## src/rtl/alu_pkg.sv

```systemverilog
// Shared constants for the ALU control interface: ALU op codes, MIPS opcode/funct
// values, instruction field widths and the decoded operand-b source select.
package alu_pkg;

    localparam int OPCODE_W = 6;
    localparam int FUNCT_W  = 6;
    localparam int SHAMT_W  = 5;
    localparam int IMM_W    = 16;
    localparam int REG_W    = 5;

    typedef enum logic [2:0] {
        ALU_ADD = 3'd0,
        ALU_SUB = 3'd1,
        ALU_AND = 3'd2,
        ALU_OR  = 3'd3,
        ALU_SLL = 3'd4,
        ALU_SRL = 3'd5,
        ALU_SLT = 3'd6,
        ALU_SGT = 3'd7
    } alu_op_e;

    localparam logic [OPCODE_W-1:0] OP_RTYPE = 6'h00;
    localparam logic [OPCODE_W-1:0] OP_BEQ   = 6'h04;
    localparam logic [OPCODE_W-1:0] OP_ADDI  = 6'h08;
    localparam logic [OPCODE_W-1:0] OP_SLTI  = 6'h0A;
    localparam logic [OPCODE_W-1:0] OP_ANDI  = 6'h0C;
    localparam logic [OPCODE_W-1:0] OP_ORI   = 6'h0D;

    localparam logic [FUNCT_W-1:0] FN_SLL = 6'h00;
    localparam logic [FUNCT_W-1:0] FN_SRL = 6'h02;
    localparam logic [FUNCT_W-1:0] FN_ADD = 6'h20;
    localparam logic [FUNCT_W-1:0] FN_SUB = 6'h22;
    localparam logic [FUNCT_W-1:0] FN_AND = 6'h24;
    localparam logic [FUNCT_W-1:0] FN_OR  = 6'h25;
    localparam logic [FUNCT_W-1:0] FN_SLT = 6'h2A;

    typedef enum logic [1:0] {
        BSEL_RT   = 2'd0,
        BSEL_IMM  = 2'd1,
        BSEL_ZERO = 2'd2
    } bsel_e;

    // Shifts take their operand from rt and their amount from the shamt field.
    function automatic logic is_shift(input logic [2:0] op);
        return (op == ALU_SLL) || (op == ALU_SRL);
    endfunction

endpackage

```

## src/rtl/alu_decode.sv

```systemverilog
// Combinational MIPS decoder: opcode/funct/rt/rd to ALU op, operand-b source,
// immediate extension, destination, writeback enable, operand usage and illegal flag.
module alu_decode
    import alu_pkg::*;
#(
    parameter int              RA_W      = 5,
    parameter logic [5:0]      FUNCT_SGT = 6'h2B
) (
    input  logic [5:0]      opcode,
    input  logic [5:0]      funct,
    input  logic [RA_W-1:0] rt,
    input  logic [RA_W-1:0] rd,
    output logic [2:0]      op,
    output logic [1:0]      bsel,
    output logic            sign_ext,
    output logic [RA_W-1:0] dest,
    output logic            wen,
    output logic            uses_rs,
    output logic            uses_rt,
    output logic            illegal
);

    logic writes_s;

    // Field decode; anything not matched stays illegal with no operand usage.
    always_comb begin
        op       = ALU_ADD;
        bsel     = BSEL_RT;
        sign_ext = 1'b0;
        dest     = {RA_W{1'b0}};
        uses_rs  = 1'b0;
        uses_rt  = 1'b0;
        illegal  = 1'b1;
        writes_s = 1'b0;
        case (opcode)
            OP_RTYPE: begin
                dest     = rd;
                uses_rs  = 1'b1;
                uses_rt  = 1'b1;
                illegal  = 1'b0;
                writes_s = 1'b1;
                case (funct)
                    FN_ADD:    op = ALU_ADD;
                    FN_SUB:    op = ALU_SUB;
                    FN_AND:    op = ALU_AND;
                    FN_OR:     op = ALU_OR;
                    FN_SLT:    op = ALU_SLT;
                    FUNCT_SGT: op = ALU_SGT;
                    FN_SLL: begin
                        op      = ALU_SLL;
                        bsel    = BSEL_ZERO;
                        uses_rs = 1'b0;
                    end
                    FN_SRL: begin
                        op      = ALU_SRL;
                        bsel    = BSEL_ZERO;
                        uses_rs = 1'b0;
                    end
                    default: begin
                        dest     = {RA_W{1'b0}};
                        uses_rs  = 1'b0;
                        uses_rt  = 1'b0;
                        illegal  = 1'b1;
                        writes_s = 1'b0;
                    end
                endcase
            end
            OP_ADDI, OP_SLTI, OP_ANDI, OP_ORI: begin
                dest     = rt;
                bsel     = BSEL_IMM;
                uses_rs  = 1'b1;
                illegal  = 1'b0;
                writes_s = 1'b1;
                sign_ext = (opcode == OP_ADDI) || (opcode == OP_SLTI);
                if (opcode == OP_ADDI) begin
                    op = ALU_ADD;
                end else if (opcode == OP_SLTI) begin
                    op = ALU_SLT;
                end else if (opcode == OP_ANDI) begin
                    op = ALU_AND;
                end else begin
                    op = ALU_OR;
                end
            end
            OP_BEQ: begin
                op      = ALU_SUB;
                dest    = rt;
                uses_rs = 1'b1;
                uses_rt = 1'b1;
                illegal = 1'b0;
            end
            default: begin
                illegal = 1'b1;
            end
        endcase
        wen = writes_s && (dest != {RA_W{1'b0}});
    end

endmodule

```

## src/rtl/alu_issue_stage.sv

```systemverilog
// Decode/issue stage feeding the EX pipeline register of the ALU, with RAW hazard,
// stall and flush handling. Define FORWARDING_EN to bypass ex_result instead of stalling.
module alu_issue_stage
    import alu_pkg::*;
#(
    parameter int         DATA_W    = 32,
    parameter int         RA_W      = 5,
    parameter logic [5:0] FUNCT_SGT = 6'h2B
) (
    input  logic              clk,
    input  logic              reset,
    input  logic              instr_valid,
    input  logic [31:0]       instr,
    output logic              instr_ready,
    output logic [RA_W-1:0]   rs_addr,
    output logic [RA_W-1:0]   rt_addr,
    input  logic [DATA_W-1:0] rs_data,
    input  logic [DATA_W-1:0] rt_data,
    input  logic [DATA_W-1:0] ex_result,
    input  logic              ex_stall,
    input  logic              branch_taken,
    output logic              alu_valid,
    output logic [DATA_W-1:0] alu_a,
    output logic [DATA_W-1:0] alu_b,
    output logic [2:0]        alu_signal,
    output logic [4:0]        alu_shiftamt,
    output logic [RA_W-1:0]   alu_dest,
    output logic              alu_wen,
    output logic              illegal_instr
);

`ifdef FORWARDING_EN
    localparam logic FWD_EN = 1'b1;
`else
    localparam logic FWD_EN = 1'b0;
`endif

    logic [2:0]        dec_op_s;
    logic [1:0]        dec_bsel_s;
    logic              dec_sign_ext_s;
    logic [RA_W-1:0]   dec_dest_s;
    logic              dec_wen_s;
    logic              dec_uses_rs_s;
    logic              dec_uses_rt_s;
    logic              dec_illegal_s;
    logic              ex_live_s;
    logic              rs_match_s;
    logic              rt_match_s;
    logic              hazard_s;
    logic              hazard_stall_s;
    logic              accept_s;
    logic [DATA_W-1:0] rs_val_s;
    logic [DATA_W-1:0] rt_val_s;
    logic [DATA_W-1:0] imm_ext_s;
    logic [DATA_W-1:0] a_next_s;
    logic [DATA_W-1:0] b_next_s;
    logic [4:0]        shamt_next_s;

    assign rs_addr = instr[21 +: RA_W];
    assign rt_addr = instr[16 +: RA_W];

    alu_decode #(
        .RA_W      (RA_W),
        .FUNCT_SGT (FUNCT_SGT)
    ) u_decode (
        .opcode   (instr[31:26]),
        .funct    (instr[5:0]),
        .rt       (instr[16 +: RA_W]),
        .rd       (instr[11 +: RA_W]),
        .op       (dec_op_s),
        .bsel     (dec_bsel_s),
        .sign_ext (dec_sign_ext_s),
        .dest     (dec_dest_s),
        .wen      (dec_wen_s),
        .uses_rs  (dec_uses_rs_s),
        .uses_rt  (dec_uses_rt_s),
        .illegal  (dec_illegal_s)
    );

    // RAW detection against EX; only a live writer with a nonzero destination counts.
    always_comb begin
        ex_live_s      = alu_valid && alu_wen;
        rs_match_s     = ex_live_s && (rs_addr == alu_dest);
        rt_match_s     = ex_live_s && (rt_addr == alu_dest);
        hazard_s       = !ex_stall && ((dec_uses_rs_s && rs_match_s) || (dec_uses_rt_s && rt_match_s));
        hazard_stall_s = hazard_s && !FWD_EN;
        instr_ready    = branch_taken || (!ex_stall && !hazard_stall_s);
        accept_s       = instr_valid && instr_ready;
    end

    // Operand selection, including the bypass path from EX when forwarding is built in.
    always_comb begin
        rs_val_s = (FWD_EN && rs_match_s) ? ex_result : rs_data;
        rt_val_s = (FWD_EN && rt_match_s) ? ex_result : rt_data;
        if (dec_sign_ext_s) begin
            imm_ext_s = {{(DATA_W-IMM_W){instr[15]}}, instr[15:0]};
        end else begin
            imm_ext_s = {{(DATA_W-IMM_W){1'b0}}, instr[15:0]};
        end
        if (is_shift(dec_op_s)) begin
            a_next_s     = rt_val_s;
            shamt_next_s = instr[10:6];
        end else begin
            a_next_s     = rs_val_s;
            shamt_next_s = 5'd0;
        end
        case (dec_bsel_s)
            BSEL_RT:   b_next_s = rt_val_s;
            BSEL_IMM:  b_next_s = imm_ext_s;
            BSEL_ZERO: b_next_s = {DATA_W{1'b0}};
            default:   b_next_s = {DATA_W{1'b0}};
        endcase
    end

    // EX pipeline register: flush beats stall, stall beats issue; illegal words issue as bubbles.
    always_ff @(posedge clk or posedge reset) begin
        if (reset) begin
            alu_valid     <= 1'b0;
            alu_a         <= {DATA_W{1'b0}};
            alu_b         <= {DATA_W{1'b0}};
            alu_signal    <= 3'd0;
            alu_shiftamt  <= 5'd0;
            alu_dest      <= {RA_W{1'b0}};
            alu_wen       <= 1'b0;
            illegal_instr <= 1'b0;
        end else if (branch_taken) begin
            alu_valid     <= 1'b0;
            alu_wen       <= 1'b0;
            illegal_instr <= 1'b0;
        end else if (ex_stall) begin
            illegal_instr <= 1'b0;
        end else if (!accept_s) begin
            alu_valid     <= 1'b0;
            alu_wen       <= 1'b0;
            illegal_instr <= 1'b0;
        end else if (dec_illegal_s) begin
            alu_valid     <= 1'b0;
            alu_wen       <= 1'b0;
            illegal_instr <= 1'b1;
        end else begin
            alu_valid     <= 1'b1;
            alu_a         <= a_next_s;
            alu_b         <= b_next_s;
            alu_signal    <= dec_op_s;
            alu_shiftamt  <= shamt_next_s;
            alu_dest      <= dec_dest_s;
            alu_wen       <= dec_wen_s;
            illegal_instr <= 1'b0;
        end
    end

endmodule
```

## config.mk

```make
export PLATFORM = sky130hd
export DESIGN_NAME = alu_issue_stage
export DESIGN_NICKNAME = d
export VERILOG_FILES = /design/src/rtl/alu_pkg.sv /design/src/rtl/alu_decode.sv /design/src/rtl/alu_issue_stage.sv
export SDC_FILE = /design/constraint.sdc
export NUM_CORES = 1
export LEC_CHECK = 0
export ABC_AREA = 1
export BUFFER_PORTS_ARGS = -buffer_cell sky130_fd_sc_hd__buf_2
export CORE_ASPECT_RATIO = 1.25
export CORE_MARGIN = 8
export CORE_UTILIZATION = 42
export DETAILED_ROUTE_END_ITERATION = 10
export PLACE_DENSITY = 0.77
export SETUP_SLACK_MARGIN = 0.05
export SLEW_MARGIN = 20
export SYNTH_ARGS = -nofsm -noshare
export SYNTH_HDL_FRONTEND = slang
export SYNTH_SLANG_ARGS = --single-unit
```

## constraint.sdc

```tcl
create_clock -name clk -period 2.4 [get_ports clk]
set_input_delay 0.24 -clock clk [delete_from_list [all_inputs] [get_ports clk]]
set_output_delay 0.24 -clock clk [all_outputs]
set_load 0.02 [all_outputs]
```

==> impl_metrics.prom <==
# TYPE chip_impl_metric gauge
chip_impl_metric{name="dp_cells",unit=""} 930
chip_impl_metric{name="yosys.area_share.xor_xnor",unit=""} 0.00381
chip_impl_metric{name="timing.slew.headroom",unit=""} 0.511
chip_impl_metric{name="io_buffer_count",unit=""} 191
chip_impl_metric{name="slowest_delay",unit="ns"} 0.39
chip_impl_metric{name="synth-edff-count",unit=""} 0
chip_impl_info{name="yosys-top-cells-area",value="sky130_fd_sc_hd__dfrtp_1 (44%), sky130_fd_sc_hd__nand2_1 (19%), sky130_fd_sc_hd__nand4_1 (11%), sky130_fd_sc_hd__o21ai_0 (6.4%), sky130_fd_sc_hd__inv_1 (4.9%)"} 1
chip_impl_metric{name="start_util",unit=""} 0.433
chip_impl_metric{name="final_antenna_diode_count",unit=""} 0
chip_impl_info{name="worst_hold_path_type",value="in2async"} 1
chip_impl_metric{name="cap_viol_max_count",unit=""} 0
chip_impl_metric{name="register_area",unit="mm^2"} 0.00200
chip_impl_metric{name="mappedNetlistArea",unit="mm^2"} 0.00460
chip_impl_metric{name="design.die.area",unit="mm^2"} 0.0146
chip_impl_metric{name="fin_ws",unit="ns"} 0.295
chip_impl_info{name="rsz0062_at_grt",value="false"} 1
chip_impl_metric{name="netlist.area_leader.share",unit=""} 0.435
chip_impl_metric{name="grt_overflow",unit=""} 0
chip_impl_metric{name="via_per_inst",unit=""} 5.31
chip_impl_metric{name="final-setup-viol-count",unit=""} 0
chip_impl_metric{name="yosys.area_share.adder",unit=""} 0
chip_impl_metric{name="totalNegativeSetupSlack",unit="ns"} 0
chip_impl_metric{name="initial_antenna_violation_count",unit=""} 0
chip_impl_info{name="postSynth.topFlopCell",value="sky130_fd_sc_hd__dfrtp_1"} 1
chip_impl_metric{name="drt_pre_antenna_iters",unit=""} 5
chip_impl_info{name="criticalPathCategory",value="reg2out"} 1
chip_impl_info{name="path_cells",value="inv_1, nand2_1, o21ai_0, nor2_1, nand3_1, nor2_1, nand2_1, nand2_1, o21ai_4, buf_2"} 1
chip_impl_metric{name="mappedNetlistNets",unit=""} 777
chip_impl_metric{name="clk-insertion-delay-late",unit="ns"} 0.33
chip_impl_metric{name="gp_congestion",unit=""} 0.898
chip_impl_metric{name="detailedPlacementHpwl",unit="mm"} 11.5
chip_impl_metric{name="core_footprint",unit="mm^2"} 0.0106
chip_impl_metric{name="design.final.nets",unit=""} 945
chip_impl_metric{name="synth-warning-count",unit=""} 0
chip_impl_metric{name="route.final.wire_length",unit="mm"} 15.6
chip_impl_metric{name="cp.required",unit="ns"} 2.16
chip_impl_metric{name="cts_inserted_buffers",unit=""} 9
chip_impl_info{name="cp_common_cell",value="sky130_fd_sc_hd__nand2_1"} 1
chip_impl_metric{name="cts-root-to-sink-buffers",unit=""} 2
chip_impl_metric{name="ant_nets",unit=""} 0
chip_impl_metric{name="grt.total_usage",unit=""} 0.216
chip_impl_metric{name="final_layout_size_suffix_gt1_frac",unit=""} 0.292
chip_impl_metric{name="die_h",unit="um"} 133
chip_impl_metric{name="num_vias",unit=""} 5027
chip_impl_metric{name="worst_hold_slack",unit="ns"} -0.00515
chip_impl_metric{name="grt_first_pass_wirelength",unit="mm"} 25.0
chip_impl_info{name="clock-root-buffer",value="sky130_fd_sc_hd__clkbuf_16"} 1
chip_impl_metric{name="grt_max_degree",unit=""} 56
chip_impl_metric{name="clk_pin_slew",unit="ns"} 0.06
chip_impl_metric{name="syn_avg_cell_area",unit="um^2"} 7.14
chip_impl_metric{name="cts_hold_repair.buffers",unit=""} 0
chip_impl_metric{name="drc_errors",unit=""} 0
chip_impl_info{name="synth_largest_area_cell",value="sky130_fd_sc_hd__dfrtp_1"} 1
chip_impl_metric{name="achievable-frequency",unit="GHz"} 0.475
chip_impl_metric{name="yosys.cell_types.count",unit=""} 28
chip_impl_metric{name="io_pins",unit=""} 224
chip_impl_metric{name="period_share",unit=""} 0.877
chip_impl_metric{name="synthesis.instances",unit=""} 644
chip_impl_metric{name="first_iter_violations",unit=""} 264
chip_impl_metric{name="first_global_vias",unit=""} 4994
chip_impl_metric{name="floorplan.die.width",unit="um"} 110
chip_impl_metric{name="cts.sinks",unit=""} 80
chip_impl_metric{name="synth.yosys.seq_area_share",unit=""} 0.435
chip_impl_metric{name="muxShareOfSynthArea",unit=""} 0
chip_impl_metric{name="p_leak",unit="nW"} 3.59
chip_impl_info{name="timing.critical_path.from_type",value="register"} 1
chip_impl_metric{name="layout.filler_cells",unit=""} 1057
chip_impl_metric{name="synth.ff_latch_count",unit=""} 80
chip_impl_metric{name="highest_ir_drop_seen_on_vdd",unit="mV"} 0.351
chip_impl_info{name="outcome",value="finished, violations left"} 1
chip_impl_metric{name="area_added_between_synthesis_and_finish",unit="%"} 29.3
chip_impl_metric{name="final-max-slew-violation-count",unit=""} 0
chip_impl_metric{name="preCtsSetupSlack",unit="ns"} 0.223
chip_impl_metric{name="post_synthesis_simple_gate_area_fraction",unit=""} 0.357
chip_impl_metric{name="synth_async_sr_flop_share",unit=""} 1.00
chip_impl_info{name="synth_top_family_by_area",value="simple AND/OR/NAND/NOR gates"} 1
chip_impl_metric{name="finalHoldViolCount",unit=""} 2
chip_impl_metric{name="worst_clock_skew",unit="ns"} 0.00836
chip_impl_metric{name="h-tree-depth",unit=""} 3
chip_impl_info{name="clock_tree_from_tritoncts",value="done"} 1
chip_impl_metric{name="timing.critical_path.fanout_max",unit=""} 8
chip_impl_metric{name="finalNonFillerCells",unit=""} 947
chip_impl_metric{name="avgRoutedWirePerCell",unit="um"} 16.4
chip_impl_metric{name="synth_compound_area_frac",unit=""} 0.0922
chip_impl_metric{name="multi_input_comb_area",unit="mm^2"} 0.00212
chip_impl_metric{name="worst_pin_slew",unit="ns"} 0.734
chip_impl_metric{name="cp_data_arrival_time",unit="ns"} 1.86
chip_impl_metric{name="core.rowCount",unit=""} 42
chip_impl_info{name="timing.critical_path.to_type",value="primary output"} 1
chip_impl_info{name="failing_checks",value="hold timing"} 1
chip_impl_metric{name="post-route-min-period",unit="ns"} 2.10
chip_impl_metric{name="powerDensity",unit="mW/mm^2"} 628
chip_impl_info{name="slowest_stage",value="sky130_fd_sc_hd__dfrtp_1"} 1
-- power by group --
group          total [mW]  internal, mW  switching (mW)
logic               0.902         0.313           0.590
clock network        1.23         0.717           0.510
registers            1.60          1.51          0.0916
-- worst paths after layout --
check	startpoint	to	slack, ns	cells past startpoint
setup / recovery	alu_dest[4]	instr_ready	0.30	10
max in group asynchronous	reset	alu_a[1]	1.75	3
min in group clk	ex_stall	alu_valid	0.18	3
setup reg to reg	alu_dest[4]	illegal_instr	0.41	13
hold / removal	reset	alu_a[18]	-0.005	2
hold reg to reg	alu_shiftamt[1]	alu_shiftamt[1]	0.47	2
-- metrics by stage --
step / hold WS (ns) / instance area (um^2) / power (mW) / util
after floorplan: 0.386 / 4600 / 2.15 / -
after global placement: 0.380 / 5670 / 2.51 / 0.534
after detailed placement: 0.386 / 5670 / 2.53 / 0.534
after CTS: 0.0298 / 5930 / 3.76 / 0.559
after global routing: 0.0532 / 5950 / 3.94 / 0.560
final: -0.00515 / 5950 / 3.73 / 0.560
-- what timing repair did --
| action | 4_1_cts | 5_1_grt |
|---|---|---|
| buffers inserted | 0 | 2 |
| setup endpoints to repair | 1 | 1 |
| pin swaps | 1 | 1 |
| cloned | 1 | 0 |
| gates resized for setup | 0 | 0 |
-- kinds of logic (layout without fill, tap and decap cells) --
group	Yosys count	after routing
AOI/OAI and AO/OA	79	80
buffers and inverters	117	287
DFF	80	80
and+or+nand+nor	366	366
xor gates and xnor gates	2	2
-- registers in the layout (all words and copies together), names as in the netlist --
name           count
alu_wen            1
alu_signal         3
alu_shiftamt       5
alu_dest           5
alu_valid          1
alu_b             32
illegal_instr      1
alu_a             32
-- cells in the mapped netlist, types with 2 or more instances --
cell	count
sky130_fd_sc_hd__o21ai_1	2
sky130_fd_sc_hd__buf_4	11
sky130_fd_sc_hd__a21oi_2	2
sky130_fd_sc_hd__nand2_2	3
sky130_fd_sc_hd__buf_6	2
sky130_fd_sc_hd__nand2_1	235
sky130_fd_sc_hd__o22ai_1	12
sky130_fd_sc_hd__buf_2	13
sky130_fd_sc_hd__nand4_1	80
sky130_fd_sc_hd__clkbuf_1	29
sky130_fd_sc_hd__dfrtp_1	80
sky130_fd_sc_hd__inv_2	2
sky130_fd_sc_hd__a21oi_1	2
sky130_fd_sc_hd__o21ai_0	59
sky130_fd_sc_hd__inv_1	60
sky130_fd_sc_hd__nor2_1	30
sky130_fd_sc_hd__nor2_4	2
sky130_fd_sc_hd__nand3_1	10
-- per-layer routing --
layer  track usage  wire length, um  vias to the layer above
met5             0                0                        -
met4        0.0941              527                        0
met3        0.0603             1210                       37
met2         0.355             7640                      199
met1         0.253             6180                     2348
li1              -                -                     2443
-- final cells by class --
type / instances / share of cell area
Sequential cell: 80 / 0.337
Clock buffer: 13 / 0.0421
Clock inverter: 1 / 0.000842
Inverter: 62 / 0.0394
Multi-Input combinational cell: 448 / 0.357
Tap cell: 132 / 0.0278
Timing Repair Buffer: 211 / 0.197
-- layout by cell type (no fill, tap or decap) --
cell type                   synthesis  layout
sky130_fd_sc_hd__a21oi_1            2       2
sky130_fd_sc_hd__a21oi_2            2       1
sky130_fd_sc_hd__a21oi_4            0       1
sky130_fd_sc_hd__buf_12             0       5
sky130_fd_sc_hd__buf_2             13     191
sky130_fd_sc_hd__buf_4             11      15
sky130_fd_sc_hd__clkbuf_1          29       3
sky130_fd_sc_hd__clkbuf_16          0       9
sky130_fd_sc_hd__clkbuf_8           0       1
sky130_fd_sc_hd__clkinv_2           0       2
sky130_fd_sc_hd__dfrtp_1           80      80
sky130_fd_sc_hd__inv_1             60      59
sky130_fd_sc_hd__inv_2              2       2
sky130_fd_sc_hd__nand2_1          235     234
sky130_fd_sc_hd__nand2_2            3       4
sky130_fd_sc_hd__nand3_1           10      10
sky130_fd_sc_hd__nand3b_1           1       1
sky130_fd_sc_hd__nand4_1           80      80
sky130_fd_sc_hd__nand4_4            0       1
sky130_fd_sc_hd__nor2_1            30      30
sky130_fd_sc_hd__nor2_4             2       2
sky130_fd_sc_hd__nor3_1             1       1
sky130_fd_sc_hd__nor3_2             1       1
sky130_fd_sc_hd__nor3_4             1       1
sky130_fd_sc_hd__nor4_1             1       1
sky130_fd_sc_hd__o211ai_1           1       1
sky130_fd_sc_hd__o21ai_0           59      59
sky130_fd_sc_hd__o21ai_1            2       2
sky130_fd_sc_hd__o21ai_2            1       1
sky130_fd_sc_hd__o21ai_4            0       1
sky130_fd_sc_hd__o22ai_1           12      12
sky130_fd_sc_hd__xnor2_1            1       1
sky130_fd_sc_hd__xor2_1             1       1
-- critical path: cells and delay by family, from the launching register on --
kind | cells | cell delay [ns]
AO/OA/AOI/OAI | 2 | 0.37
AND/OR/NAND/NOR | 6 | 0.45
flip-flops | 1 | 0.39
buffers and inverters | 2 | 0.33
Power figures use the tool's default switching activity.
